## src/rtl/pwm_capture.sv

```systemverilog
// pwm_capture: measures high time and full period of an asynchronous PWM input
// in clk cycles, and flags inputs that stop toggling (stuck low or stuck high).
// Results use the same encoding as the PWM generator's period/duty_cycle inputs.

module pwm_capture #(
   parameter int unsigned WIDTH       = 16,
   parameter int unsigned SYNC_STAGES = 2
) (
   input  logic             clk,
   input  logic             reset,
   input  logic             enable,
   input  logic             pwm_in,
   output logic [WIDTH-1:0] period,
   output logic [WIDTH-1:0] duty_cycle,
   output logic             valid,
   output logic             stuck,
   output logic             stuck_level
);

   // A synchronizer shorter than two flops is not safe, so clamp it.
   localparam int unsigned SYNC_N = (SYNC_STAGES < 2) ? 2 : SYNC_STAGES;

   localparam logic [WIDTH-1:0] CNT_MAX  = {WIDTH{1'b1}};
   localparam logic [WIDTH-1:0] CNT_ZERO = '0;
   localparam logic [WIDTH-1:0] CNT_ONE  = WIDTH'(1);

   localparam logic [1:0] ST_IDLE    = 2'd0;
   localparam logic [1:0] ST_ARM     = 2'd1;
   localparam logic [1:0] ST_MEASURE = 2'd2;

   logic [SYNC_N-1:0] sync_q;
   logic              s;
   logic              s_d;
   logic              rise;
   logic              fall;

   logic [1:0]        state;
   logic [1:0]        state_nxt;
   logic [WIDTH-1:0]  counter;
   logic [WIDTH-1:0]  counter_nxt;
   logic [WIDTH-1:0]  counter_inc;
   logic [WIDTH-1:0]  high_cnt;
   logic [WIDTH-1:0]  high_cnt_nxt;
   logic              fall_seen;
   logic              fall_seen_nxt;
   logic [WIDTH-1:0]  period_nxt;
   logic [WIDTH-1:0]  duty_cycle_nxt;
   logic              valid_nxt;
   logic              stuck_nxt;
   logic              stuck_level_nxt;

   // Bring pwm_in into the clk domain and keep one cycle of history for edge detection.
   always_ff @(posedge clk) begin
      if (reset) begin
         sync_q <= '0;
         s_d    <= 1'b0;
      end else begin
         sync_q <= {sync_q[SYNC_N-2:0], pwm_in};
         s_d    <= s;
      end
   end

   assign s    = sync_q[SYNC_N-1];
   assign rise = s & ~s_d;
   assign fall = ~s & s_d;

   // Saturating increment; a timeout always fires before the counter could wrap.
   assign counter_inc = (counter == CNT_MAX) ? CNT_MAX : counter + CNT_ONE;

   // State register and all registered outputs.
   always_ff @(posedge clk) begin
      if (reset) begin
         state       <= ST_IDLE;
         counter     <= '0;
         high_cnt    <= '0;
         fall_seen   <= 1'b0;
         period      <= '0;
         duty_cycle  <= '0;
         valid       <= 1'b0;
         stuck       <= 1'b0;
         stuck_level <= 1'b0;
      end else begin
         state       <= state_nxt;
         counter     <= counter_nxt;
         high_cnt    <= high_cnt_nxt;
         fall_seen   <= fall_seen_nxt;
         period      <= period_nxt;
         duty_cycle  <= duty_cycle_nxt;
         valid       <= valid_nxt;
         stuck       <= stuck_nxt;
         stuck_level <= stuck_level_nxt;
      end
   end

   // Next-state and next-output logic; everything holds unless a branch says otherwise.
   always_comb begin
      state_nxt       = state;
      counter_nxt     = counter;
      high_cnt_nxt    = high_cnt;
      fall_seen_nxt   = fall_seen;
      period_nxt      = period;
      duty_cycle_nxt  = duty_cycle;
      valid_nxt       = 1'b0;
      stuck_nxt       = stuck;
      stuck_level_nxt = stuck_level;

      if (!enable) begin
         // Disabling drops any in-flight measurement; results are kept.
         state_nxt     = ST_IDLE;
         counter_nxt   = CNT_ZERO;
         fall_seen_nxt = 1'b0;
      end else begin
         case (state)
            ST_IDLE: begin
               state_nxt     = ST_ARM;
               counter_nxt   = CNT_ZERO;
               fall_seen_nxt = 1'b0;
            end

            ST_ARM: begin
               // Counter here measures time since the last edge, for stuck detection.
               if (rise) begin
                  state_nxt     = ST_MEASURE;
                  counter_nxt   = CNT_ONE;
                  fall_seen_nxt = 1'b0;
                  stuck_nxt     = 1'b0;
               end else if (counter == CNT_MAX) begin
                  stuck_nxt       = 1'b1;
                  stuck_level_nxt = s;
                  counter_nxt     = CNT_ZERO;
               end else if (fall) begin
                  counter_nxt = CNT_ZERO;
               end else begin
                  counter_nxt = counter_inc;
               end
            end

            ST_MEASURE: begin
               // Rise takes priority over a coincident timeout.
               if (rise) begin
                  if (fall_seen) begin
                     period_nxt     = counter;
                     duty_cycle_nxt = high_cnt;
                     valid_nxt      = 1'b1;
                  end
                  counter_nxt   = CNT_ONE;
                  fall_seen_nxt = 1'b0;
                  stuck_nxt     = 1'b0;
               end else if (counter == CNT_MAX) begin
                  stuck_nxt       = 1'b1;
                  stuck_level_nxt = s;
                  state_nxt       = ST_ARM;
                  counter_nxt     = CNT_ZERO;
                  fall_seen_nxt   = 1'b0;
               end else begin
                  counter_nxt = counter_inc;
                  if (fall) begin
                     high_cnt_nxt  = counter;
                     fall_seen_nxt = 1'b1;
                  end
               end
            end

            default: begin
               state_nxt     = ST_IDLE;
               counter_nxt   = CNT_ZERO;
               fall_seen_nxt = 1'b0;
            end
         endcase
      end
   end

endmodule

```

## config.mk

```make
export PLATFORM = sky130hd
export DESIGN_NAME = pwm_capture
export DESIGN_NICKNAME = d
export VERILOG_FILES = /design/src/rtl/pwm_capture.sv
export SDC_FILE = /design/constraint.sdc
export NUM_CORES = 1
export LEC_CHECK = 0
export BUFFER_PORTS_ARGS = -buffer_cell sky130_fd_sc_hd__buf_2
export CAP_MARGIN = 25
export CORE_UTILIZATION = 32
export CTS_CLUSTER_SIZE = 20
export DETAILED_ROUTE_END_ITERATION = 16
export PLACE_DENSITY = 0.62
export REMOVE_ABC_BUFFERS = 1
export SYNTH_ARGS = -nofsm -noshare
export SYNTH_HDL_FRONTEND = slang
export SYNTH_SLANG_ARGS = --single-unit
```

## constraint.sdc

```tcl
create_clock -name clk -period 2.32 [get_ports clk]
set_clock_uncertainty 0.2 [all_clocks]
set_input_delay 0.696 -clock clk [delete_from_list [all_inputs] [get_ports clk]]
set_output_delay 0.696 -clock clk [all_outputs]
set_load 0.02 [all_outputs]
```

==> impl_metrics.sql <==
INSERT INTO impl_metrics (metric_group, metric, value, unit) VALUES
('outcome', 'status', 'completed', ''),
('clocking', 'clk_pin_slew', '0.07', 'ns'),
('setup_path', 'path_delay_family', 'simple AND/OR/NAND/NOR gates', ''),
('yosys', 'largest_family_of_logic_cells_by_synthesized_area', 'simple AND/OR/NAND/NOR gates', ''),
('min_path', 'holdPathEnd', 'sync_q[1]', ''),
('power', 'power.total', '2.416', 'mW'),
('global_route', 'vias_in_the_first_global_route', '2389', ''),
('floorplanning', 'core_area', '0.009196', 'mm²'),
('detailed_routing', 'totalWireLength', '6.186', 'mm'),
('finish', 'multi_input_area', '0.001419', 'mm²'),
('setup_path', 'r2r-end', 'stuck_level', ''),
('min_path', 'worstHoldStart', 'sync_q[0]', ''),
('detailed_routing', 'first_iter_violations', '83', ''),
('setup_path', 'timing.critical_path.mode_cell', 'or4_1', ''),
('power', 'power.leakage', '1.338', 'nW'),
('detailed_routing', 'remaining_drc_errors', '0', ''),
('yosys', 'synth.yosys.warnings', '0', ''),
('floorplanning', 'floorplan.die.width', '99.01', 'µm'),
('setup_path', 'worstRegToRegCells', '5', ''),
('global_route', 'global_route.overflow_total', '0', ''),
('setup_path', 'max_stage_delay', '0.55', 'ns'),
('detailed_routing', 'drt.antenna.violating_nets', '0', ''),
('power', 'power_density', '667.3', 'mW/mm²'),
('setup_path', 'worst-setup-path-type', 'register to register', ''),
('finish', 'number_of_antenna_diodes', '0', ''),
('clocking', 'clock-sinks', '73', ''),
('floorplanning', 'num_rows', '35', ''),
('setup_path', 'crit_path_max_fanout', '6', ''),
('clocking', 'cts-htree-levels', '3', ''),
('finish', 'syn_to_final_growth', '20.23', '%'),
('setup_path', 'crit_chain', 'ha_1 > nand4_2 > or4_1 > or4_1 > a21oi_1', ''),
('setup_path', 'rr_startpoint', 'counter[0]', ''),
('power', 'ir_drop', '228.4', 'µV'),
('power', 'power_frac_seq', '0.521', ''),
('timing', 'timing.final.crit_period', '2.138', 'ns'),
('yosys', 'ys_types', '35', ''),
('setup_path', 'arrival', '2.21', 'ns'),
('global_route', 'grt_pass1_wl', '10.85', 'mm'),
('setup_path', 'required', '2.39', 'ns'),
('yosys', 'ys_ff_latch', '73', ''),
('power', 'power.share.switching', '0.2085', ''),
('power', 'comb_power_share', '0.024', ''),
('yosys', 'synth.area.mux_share', '0.05650', ''),
('global_route', 'grt_max_degree', '42', ''),
('floorplanning', 'initial_utilization', '0.3275', ''),
('detailed_routing', 'viasPerCell', '4.718', ''),
('timing', 'timing.max_slew.rel_slack', '0.7732', ''),
('detailed_routing', 'detail_route.wl_per_cell', '12.20', 'µm'),
('timing', 'timing.fmax', '467.7', 'MHz'),
('power', 'p_int', '1.913', 'mW'),
('setup_path', 'crit_path_start_kind', 'register', ''),
('setup_path', 'setup.worst_path.end_class', 'register', ''),
('global_route', 'antenna_found_initial', '0', ''),
('detailed_routing', 'routed-via-count', '2392', ''),
('clocking', 'cts_tree', 'yes', ''),
('yosys', 'synth_seq_area_share', '0.4853', ''),
('finish', 'final_layout_size_suffix_gt1_frac', '0.1995', ''),
('timing', 'hold-worst-slack', '0.2384', 'ns'),
('job', 'cap_viol_max_count', '0', ''),
('min_path', 'whs_path_depth', '1', ''),
('floorplanning', 'io_pins', '39', ''),
('yosys', 'synth_adder_area_share', '0.02908', ''),
('setup_path', 'cp_num_buf_inv', '0', ''),
('clocking', 'ctsRootBufferMaster', 'clkbuf_8', ''),
('yosys', 'postSynthAreaPerCell', '8.679', 'µm²'),
('timing', 'final-max-slew-violation-count', '0', ''),
('finish', 'design.final.nets', '402', ''),
('min_path', 'hp-class', 'register to register', ''),
('yosys', 'synth_cells', '347', ''),
('power', 'net-switching-power', '0.5038', 'mW'),
('floorplanning', 'die_area', '0.009803', 'mm²');
[worst register-to-register path, cell delays in order, from the launching register on]
cell	delay [ns]
dfxtp_2	0.38
ha_1	0.19
nand4_2	0.13
or4_1	0.55
or4_1	0.48
a21oi_1	0.14
[placed cells by master, fill, tap and decap left out, types with 3 or more instances in the layout]
cell / Yosys / routed
dfxtp_1: 73 / 71
nand2_1: 69 / 69
a21oi_1: 38 / 38
buf_2: 3 / 38
nand2b_1: 32 / 32
buf_4: 1 / 19
mux2i_1: 17 / 17
nor2_1: 17 / 17
xor2_1: 11 / 11
clkbuf_8: 0 / 10
nand4_1: 9 / 9
nand3_1: 8 / 8
inv_1: 7 / 7
ha_1: 7 / 7
nor2b_1: 4 / 4
and4_1: 3 / 3
or4_1: 3 / 3
o21ai_0: 3 / 3
or3_1: 3 / 3
[state kept, by name, indices dropped and copies added, names as in the netlist, 2 cells and up]
name and count:
high_cnt 16, state 2, sync_q 2, counter 16
duty_cycle 16, period 16
[metrics by stage]
| step | cell area (µm²) | util | setup WS, ns | instances |
|---|---|---|---|---|
| finish | 3621 | 0.3937 | 0.1817 | 507 |
| floorplan | 2907 | - | 0.06341 | 322 |
| CTS | 3618 | 0.3935 | 0.1092 | 507 |
| global placement | 3398 | 0.3695 | 0.1761 | 491 |
| global route | 3621 | 0.3937 | 0.04833 | 507 |
| detailed placement | 3398 | 0.3695 | 0.1054 | 491 |
[kinds of logic after synthesis]
| group | Yosys count |
|---|---|
| AOI/OAI and AO/OA | 47 |
| xor gates and xnor gates | 13 |
| adders and majority gates | 7 |
| buffers and inverters | 32 |
| DFF | 73 |
| muxes | 17 |
| and+or+nand+nor | 158 |
[worst max-delay path by stage]
stage,from,endpoint,slack (ns),cells after the start
after global placement,counter[0],stuck_level,0.18,5
final,counter[0],stuck_level,0.18,5
after floorplan,state[0],high_cnt[0],0.06,5
after global routing,counter[0],stuck_level,0.05,5
after CTS,counter[0],stuck_level,0.11,5
after detailed placement,enable,counter[5],0.11,6
[Yosys cell counts]
cell type,instances,area share
nor4b_1,1,0.0029
nor3_2,1,0.0033
mux2i_1,17,0.057
or3_1,3,0.0062
a22oi_1,1,0.0025
nor2b_1,4,0.0083
nand2_1,69,0.086
a21oi_1,38,0.063
xor2_1,11,0.032
clkbuf_2,3,0.0050
inv_1,7,0.0087
or2b_1,2,0.0050
nor4_1,1,0.0021
nand3_1,8,0.013
clkbuf_1,18,0.022
and4_2,2,0.0066
xnor2_1,2,0.0058
o21ai_0,3,0.0050
buf_4,1,0.0025
nand4_1,9,0.019
a311oi_1,1,0.0029
nand4_2,1,0.0042
nor3_1,1,0.0017
nor2_1,17,0.021
a31oi_1,1,0.0021
nand2b_1,32,0.066
a21o_1,1,0.0025
a221oi_1,1,0.0029
ha_1,7,0.029
buf_2,3,0.0050
and4_1,3,0.0087
and2_1,1,0.0021
o31ai_1,1,0.0025
or4_1,3,0.0075
dfxtp_1,73,0.49
[power groups by stage]
stage,clock (mW),sequential [mW],combinational [mW]
CTS,1.13,1.26,0.0575
detailed placement,0,1.29,0.0577
floorplan,0,1.29,0.0290
finish,1.10,1.26,0.0571
global route,1.18,1.26,0.0636
global placement,0,1.29,0.0555
[metal layers]
layer,global-route usage,vias up,wire (µm)
met5,0,-,0
met3,0.03191,7,238
met4,0.06544,0,73
li1,-,1239,-
met1,0.1725,1104,3071
met2,0.2297,42,2804
[what timing repair did]
item / CTS / global route
setup endpoints to repair: 0 / 1
gates resized for setup: 0 / 2
setup buffers: 0 / 0
[final cells by class]
cell class,count,share of cell area
clock buffer,11,0.03905
clock inverter,5,0.02177
inverter,7,0.007256
multi-input combinational,242,0.3918
sequential,73,0.4043
tap,111,0.03836
timing repair buffer,58,0.09744
No activity file was read; power rests on OpenSTA's default activity.
